## src/rtl/ram_fifo_1r1w_ctrl.sv

```systemverilog
// FIFO controller for an external 1R1W RAM, with a prefetch output buffer that hides RAM read latency.
// Optional occupancy output is built only when RAM_FIFO_CTRL_LEVEL_EN is defined; otherwise level is tied to 0.
module ram_fifo_1r1w_ctrl #(
  parameter int WIDTH       = 32,
  parameter int DEPTH       = 512,
  parameter int RAM_LATENCY = 1,
  localparam int OBUF_DEPTH = RAM_LATENCY + 1,
  localparam int AW         = $clog2(DEPTH),
  localparam int LW         = $clog2(DEPTH + OBUF_DEPTH + 1)
) (
  input  logic             clk,
  input  logic             a_rst,
  input  logic [WIDTH-1:0] in_data,
  input  logic             in_vld,
  output logic             in_rdy,
  output logic [WIDTH-1:0] out_data,
  output logic             out_vld,
  input  logic             out_rdy,
  output logic             ram_rd_en,
  output logic [AW-1:0]    ram_rd_add,
  input  logic [WIDTH-1:0] ram_rd_data,
  output logic             ram_wr_en,
  output logic [AW-1:0]    ram_wr_add,
  output logic [WIDTH-1:0] ram_wr_data,
  output logic [LW-1:0]    level
);

  localparam int OW = $clog2(OBUF_DEPTH + 1);
  localparam int PW = $clog2(OBUF_DEPTH);

  logic                   push, pop, issue, ret;
  logic [AW-1:0]          wp, rp;
  logic [LW-1:0]          ram_avail, ram_used;
  logic [LW-1:0]          avail_nxt, used_nxt;
  logic [RAM_LATENCY-1:0] inflight;
  logic [OW-1:0]          obuf_cnt, obuf_nxt;
  logic [PW-1:0]          hd, tl;
  logic [LW-1:0]          fill;
  logic [WIDTH-1:0]       obuf [OBUF_DEPTH];

  // in_rdy looks only at registered occupancy, so the push side never waits on out_rdy.
  assign in_rdy  = !a_rst && (ram_used < LW'(DEPTH));
  assign push    = in_vld && in_rdy;
  assign out_vld = (obuf_cnt != '0);
  assign pop     = out_vld && out_rdy;
  assign ret     = inflight[RAM_LATENCY-1];

  assign ram_wr_en   = push;
  assign ram_wr_add  = wp;
  assign ram_wr_data = in_data;

  // Words already promised to the output buffer: reads in flight plus buffered words.
  always_comb begin
    fill = LW'(obuf_cnt);
    for (int i = 0; i < RAM_LATENCY; i++) fill = fill + LW'(inflight[i]);
  end

  // ram_avail only counts a word the cycle after its write, so a read never hits a same-cycle write.
  assign issue      = (ram_avail != '0) && (fill < LW'(OBUF_DEPTH) + LW'(pop));
  assign ram_rd_en  = issue;
  assign ram_rd_add = rp;
  assign out_data   = obuf[hd];

  assign avail_nxt = ram_avail + LW'(push) - LW'(issue);
  assign used_nxt  = ram_used + LW'(push) - LW'(ret);
  assign obuf_nxt  = obuf_cnt + OW'(ret) - OW'(pop);

  always_ff @(posedge clk or posedge a_rst) begin
    if (a_rst) begin
      wp        <= '0;
      rp        <= '0;
      ram_avail <= '0;
      ram_used  <= '0;
      inflight  <= '0;
      obuf_cnt  <= '0;
      hd        <= '0;
      tl        <= '0;
    end else begin
      if (push)  wp <= (wp == AW'(DEPTH - 1)) ? '0 : wp + AW'(1);
      if (issue) rp <= (rp == AW'(DEPTH - 1)) ? '0 : rp + AW'(1);
      if (ret)   tl <= (tl == PW'(OBUF_DEPTH - 1)) ? '0 : tl + PW'(1);
      if (pop)   hd <= (hd == PW'(OBUF_DEPTH - 1)) ? '0 : hd + PW'(1);
      ram_avail <= avail_nxt;
      ram_used  <= used_nxt;
      obuf_cnt  <= obuf_nxt;
      inflight[0] <= issue;
      for (int i = 1; i < RAM_LATENCY; i++) inflight[i] <= inflight[i-1];
    end
  end

  // Buffer storage needs no reset: an entry is only visible after a tracked capture.
  always_ff @(posedge clk) begin
    if (ret) obuf[tl] <= ram_rd_data;
  end

`ifdef RAM_FIFO_CTRL_LEVEL_EN
  logic [LW-1:0] level_q;

  always_ff @(posedge clk or posedge a_rst) begin
    if (a_rst) level_q <= '0;
    else       level_q <= used_nxt + LW'(obuf_nxt);
  end

  assign level = level_q;
`else
  assign level = '0;
`endif

endmodule

```

## config.mk

```make
export PLATFORM = sky130hd
export DESIGN_NAME = ram_fifo_1r1w_ctrl
export DESIGN_NICKNAME = d
export VERILOG_FILES = /design/src/rtl/ram_fifo_1r1w_ctrl.sv
export SDC_FILE = /design/constraint.sdc
export NUM_CORES = 1
export LEC_CHECK = 0
export ABC_AREA = 1
export CAP_MARGIN = 0
export CORE_ASPECT_RATIO = 1.2
export CORE_MARGIN = 3
export CORE_UTILIZATION = 48
export DETAILED_ROUTE_END_ITERATION = 8
export GPL_TIMING_DRIVEN = 0
export PLACE_DENSITY_LB_ADDON = 0.12
export SLEW_MARGIN = 25
export SYNTH_ARGS = -nofsm -noshare
export SYNTH_HDL_FRONTEND = slang
export SYNTH_SLANG_ARGS = --single-unit
```

## constraint.sdc

```tcl
create_clock -name clk -period 3.2 [get_ports clk]
set_input_delay 0.48 -clock clk [delete_from_list [all_inputs] [get_ports clk]]
set_output_delay 0.48 -clock clk [all_outputs]
set_load 0.05 [all_outputs]
```

---- Yosys cells after proc, flatten, opt, wreduce, memory -nomap -nowiden ----
Memory sizes are Yosys's and may differ from the RTL's.
Cells that the tools add are included.
storage, ports and cells
  flip-flop bits (word level) ............. 43
  bits in latches ......................... 0
  bits in writable memories ............... 64
  memory bits (read-only) ................. 0
  output and inout port bits .............. 96
  logic and storage cells ................. 38
  memories kept ........................... 1
operators by class
  $add $sub $neg .......................... 12
  multipliers ............................. 0
  div/mod/pow operators ................... 0
  order comparisons ....................... 2
  eq/ne operators ......................... 2
  shift operators ......................... 0
  muxes and demuxes ....................... 6
  bitwise gates (word level) .............. 0
  reduce and logical (&&, ||, !) cells .... 7
memory list
  memory  words  bits a word  read ports  clocked after memory_dff  write ports  line  RTL
  obuf    2      32           1           0                         1            39    logic [WIDTH-1:0] obuf [OBUF_DEPTH];
operator list
  kind                                                            number
  10-bit by 1-bit adder with 10-bit output                        2
  10-bit by 1-bit subtractor with 10-bit output                   2
  9-bit by 1-bit adder with 9-bit output (second input constant)  2
  9-bit == test (second input constant)                           2
  9-bit 2-to-1 mux                                                2
  10-bit less-than comparator (second input constant)             1
  10-bit nonzero test                                             1
  1-bit logical AND                                               4
  1-bit 2-to-1 mux                                                4
  2-bit by 1-bit adder with 3-bit output                          1
  2-bit by 1-bit adder with 3-bit output (first input constant)   1
  3-bit less-than comparator                                      1
  1-bit adder (second input constant)                             2
  2-bit by 1-bit adder with 2-bit output                          1
  2-bit nonzero test                                              1
  2-bit by 1-bit subtractor with 2-bit output                     1
  1-bit zero test                                                 1

---- Longest topological paths before layout ----
  depth in word-level cells ............... 6
  gate-level depth with buffers ........... 18
  depth with buffers taken out ............ 18

---- Least setup slack after synthesis ----
Ideal clock, no wire load.
  path kind ............................... reg-to-reg
  start ................................... register inflight
  end ..................................... register ram_avail[8]
  data arrival time ....................... 2594 ps
  required time ........................... 3083 ps
  slack ................................... 489 ps
  stages on the path, launching flop included .. 16
  period minus slack after synthesis ...... 2711 ps
  cell sequence ........................... dfrtp_1 ha_1 ha_1 nand2_2 inv_2 nor2_4 ha_1 inv_1 ha_1 fa_1 nand3_1 nand2_1 nand2_1 nand2_1 nand2_1 nand2_1
on the way
  longest elaborated chain between the ends .. 4
RTL lines
  item                                           line  RTL
  from (decl)                                    35    logic [RAM_LATENCY-1:0] inflight;
  2-bit by 1-bit adder with 3-bit output         55    for (int i = 0; i < RAM_LATENCY; i++) fill = fill + LW'(inflight[i]);
  3-bit less-than comparator                     59    assign issue = (ram_avail != '0) && (fill < LW'(OBUF_DEPTH) + LW'(pop));
  1-bit logical AND                              59
  via ram_rd_en                                  19    output logic ram_rd_en,
  10-bit by 1-bit subtractor with 10-bit output  64    assign avail_nxt = ram_avail + LW'(push) - LW'(issue);
  via avail_nxt[8]                               34    logic [LW-1:0] avail_nxt, used_nxt;
  to (signal assigned)                           83    ram_avail <= avail_nxt;
  to (decl)                                      33    logic [LW-1:0] ram_avail, ram_used;
The timed path passes the listed nets, and every way through them passes these cells.
A chain may end at the register's enable or synchronous reset.

---- Final worst setup path ----
  start ................................... register inflight
  end ..................................... output ram_rd_en
on the way
  longest elaborated chain between the ends .. 3
RTL lines
  item                                    line
  2-bit by 1-bit adder with 3-bit output  55
  3-bit less-than comparator              59
  1-bit logical AND                       59
  to (decl)                               19
Every way passes these cells.

==> results.yml <==
run_status:
  status: "complete, no violations"
critical_path:
  crit_chain: "ha_1, ha_1, nand2_2, inv_2, nor2_4, clkdlybuf4s50_1"
  cp-end-kind: "primary output"
  crit_slowest_cell: "clkdlybuf4s50_1"
  required_ns: 2.72
  slowest_delay_ns: 0.85
  crit_type: "reg2out"
  timing.rr.start: "inflight"
  r2r_cells: 15
  crit_fanout: 8
  arrival_ns: 2.50
  cp-start-kind: "flip-flop"
  crit_path_frequent_cell: "ha_1"
  r2r_slack_ns: 0.45
  rr_endpoint: "ram_avail[8]"
timing:
  post-route-min-period_ns: 2.98
  hold-worst-slack_ns: 0.521
  grt_setup_unrepaired: "false"
  timing.final.crit_share: 0.931
  worst-slew-pin-transition_ns: 0.700
  maxSlewHeadroom: 0.533
  max_freq_ghz: 0.336
  finalClockSkew_ns: 0.00947
  slew_violations: 0
  finalHoldViolCount: 0
  setup-tns-final_ns: 0
  final-setup-viol-count: 0
yosys:
  synth_area_leaders: "edfxtp_1 34%, dfrtp_1 19%, nand2_1 14%"
  yosysSeqAreaShare: 0.536
  yosysTopAreaCell: "edfxtp_1"
  syn_area_per_cell_um2: 9.33
  yosysUniqueCellTypes: 36
  syn_area_mm2: 0.00559
  yosysWarnings: 0
  netlist_instances: 599
  synth_top_area_share: 0.344
  synth-seq-cells: 107
drt:
  wl_um: 11400
  drt_iter0_drc: 163
  via_per_inst: 4.68
  drcViolationCount: 0
  num_vias: 4214
  firstDrtPassIters: 6
  wl_per_cell_um: 12.7
  postRouteAntennaNets: 0
min_path:
  hold_end: "ram_rd_add[8]"
  hp-start: "ram_rd_add[8]"
  whs_path_depth: 2
  min_path_type: "reg2reg"
die:
  core_mm2: 0.0112
  die_area_mm2: 0.0130
  dieWidth_um: 105
  placementRows: 42
  initial_core_util: 0.500
  die_h_um: 124
  io_pins: 164
global_routing:
  use_met3: 0.0265
  grt_util_met2: 0.325
  overflow: 0
  grt.met1_usage: 0.214
  grt_pass1_wl_um: 19100
  grt_pass1_vias: 4118
  antenna_found_initial: 0
  grt_max_degree: 33
  grt_usage: 0.179
  grt.busiest_layer: "met2"
cells_and_area:
  final_cells: 901
  final_layout_size_suffix_gt1_frac: 0.115
  regArea_mm2: 0.00300
  layout_common_cells: "215 x nand2_1, 121 x clkdlybuf4s50_1, 68 x inv_1"
  fillerInstances: 933
  multiInputGateArea_mm2: 0.00198
  n_antenna_cell: 0
  area.growth.synth_to_final_pct: 32.0
  design_area_mm2: 0.00738
  mostFrequentLayoutCell: "nand2_1"
  nets: 844
clock_network:
  hold_buffers: 0
  post_cts_buffers: 0
  clock_latency_ns: 0.34
  cts_root_buf: "clkbuf_16"
  cts_sinks: 107
  clk_path_buf_depth: 2
  cts-resized-gates: 0
  htree_levels: 3
  cts_made_buffers: 9
  cts_tree: "done"
  path_clk_slew_ns: 0.07
power_and_ir_drop:
  switchingPower_mw: 4.10
  p_leak_nw: 3.48
  pwr-share-seq: 0.274
  finalPower_mw: 8.52
  p_comb_frac: 0.597
  vdd.ir_drop.worst_uv: 623
  cellPowerDensity_mw_per_mm2: 1150
  internal_power_mw: 4.43
  power_frac_clock: 0.129
  swShare: 0.481
placement:
  placedCellCount: 885
  globalplace.congestion: 0.817
  hpwlAfterDp_um: 8680
  io_buffers: 121
  placed_cell_area_mm2: 0.00708
run:
  drv_cap: 0
[through the flow]
stage                     setup WS, ns  utilization
after CTS                        0.202        0.659
after global placement           0.179        0.628
final                            0.222        0.659
after detailed placement         0.312        0.633
after global routing             0.133        0.659
after floorplan                  0.489            -
[sequential cells by signal, indices dropped and copies added (netlist names)]
| signal | flops |
|---|---|
| obuf_cnt | 2 |
| ram_rd_add | 9 |
| ram_avail | 10 |
| hd | 1 |
| ram_used | 10 |
| tl | 1 |
| ram_wr_add | 9 |
| inflight | 1 |
| obuf | 64 |
[how the worst max path moves through the flow]
stage / startpoint / end
6_report: inflight / ram_rd_en
3_5_place_dp: out_rdy / ram_avail[8]
4_1_cts: inflight / ram_rd_en
3_3_place_gp: inflight / obuf[0][7]
5_1_grt: inflight / ram_rd_en
2_1_floorplan: inflight / ram_avail[8]
[synthesized netlist by cell type]
| library cell | instances |
|---|---|
| nor4b_1 | 1 |
| nand4_1 | 6 |
| buf_6 | 2 |
| o21ai_1 | 3 |
| o21ai_2 | 4 |
| inv_1 | 70 |
| o21bai_1 | 2 |
| buf_2 | 5 |
| nand2_2 | 3 |
| nor2_1 | 24 |
| nor3_1 | 2 |
| ha_1 | 32 |
| or2_1 | 1 |
| nand3_2 | 1 |
| clkbuf_1 | 2 |
| nor2_2 | 1 |
| edfxtp_1 | 64 |
| conb_1 | 1 |
| o21a_1 | 1 |
| xor2_1 | 11 |
| nand2_4 | 1 |
| nand2_1 | 215 |
| a21oi_1 | 11 |
| nand3_1 | 26 |
| xnor2_1 | 6 |
| o22ai_1 | 1 |
| nand3b_1 | 1 |
| fa_1 | 2 |
| o21ai_0 | 5 |
| inv_4 | 1 |
| clkinv_1 | 1 |
| buf_4 | 42 |
| nor2_4 | 3 |
| dfrtp_1 | 43 |
| a31oi_1 | 1 |
| inv_2 | 4 |
[cell families after synthesis]
kind of cell | Yosys count | synth area share
fa+ha+maj | 34 | 0.0788
buf+inv | 127 | 0.118
compound gates | 28 | 0.0295
flops | 107 | 0.536
simple gates | 285 | 0.211
xor+xnor | 17 | 0.0266
other cells | 1 | 0.000671
[layer usage]
metal | up-vias | part of all wire
met5 | - | 0
met4 | 0 | 0.017
met3 | 14 | 0.045
met2 | 105 | 0.53
met1 | 1960 | 0.41
li1 | 2135 | -
[power groups by stage]
stage / combinational [mW] / sequential [mW] / clock, mW
floorplan: 3.52 / 2.53 / 0
detailed placement: 5.11 / 2.37 / 0
global route: 5.64 / 2.40 / 1.18
finish: 5.09 / 2.34 / 1.10
global placement: 4.92 / 2.36 / 0
CTS: 5.14 / 2.34 / 1.13
[critical path, delay by kind of cell, from the launching register on]
family	cells	cell delay, ns
adders and majority gates	2	0.51
buffers and inverters	2	0.90
DFF	1	0.46
and+or+nand+nor	2	0.29
[cell type report]
type                    instances  area share
multi-input cells             374       0.268
repair buffers                123       0.171
clock buffers                  11      0.0315
plain buffers                  51      0.0502
inverters                      76      0.0390
flip-flops and latches        107       0.406
well taps                     154      0.0261
clock inverters                 5     0.00831
No activity file was read; power rests on OpenSTA's default activity.
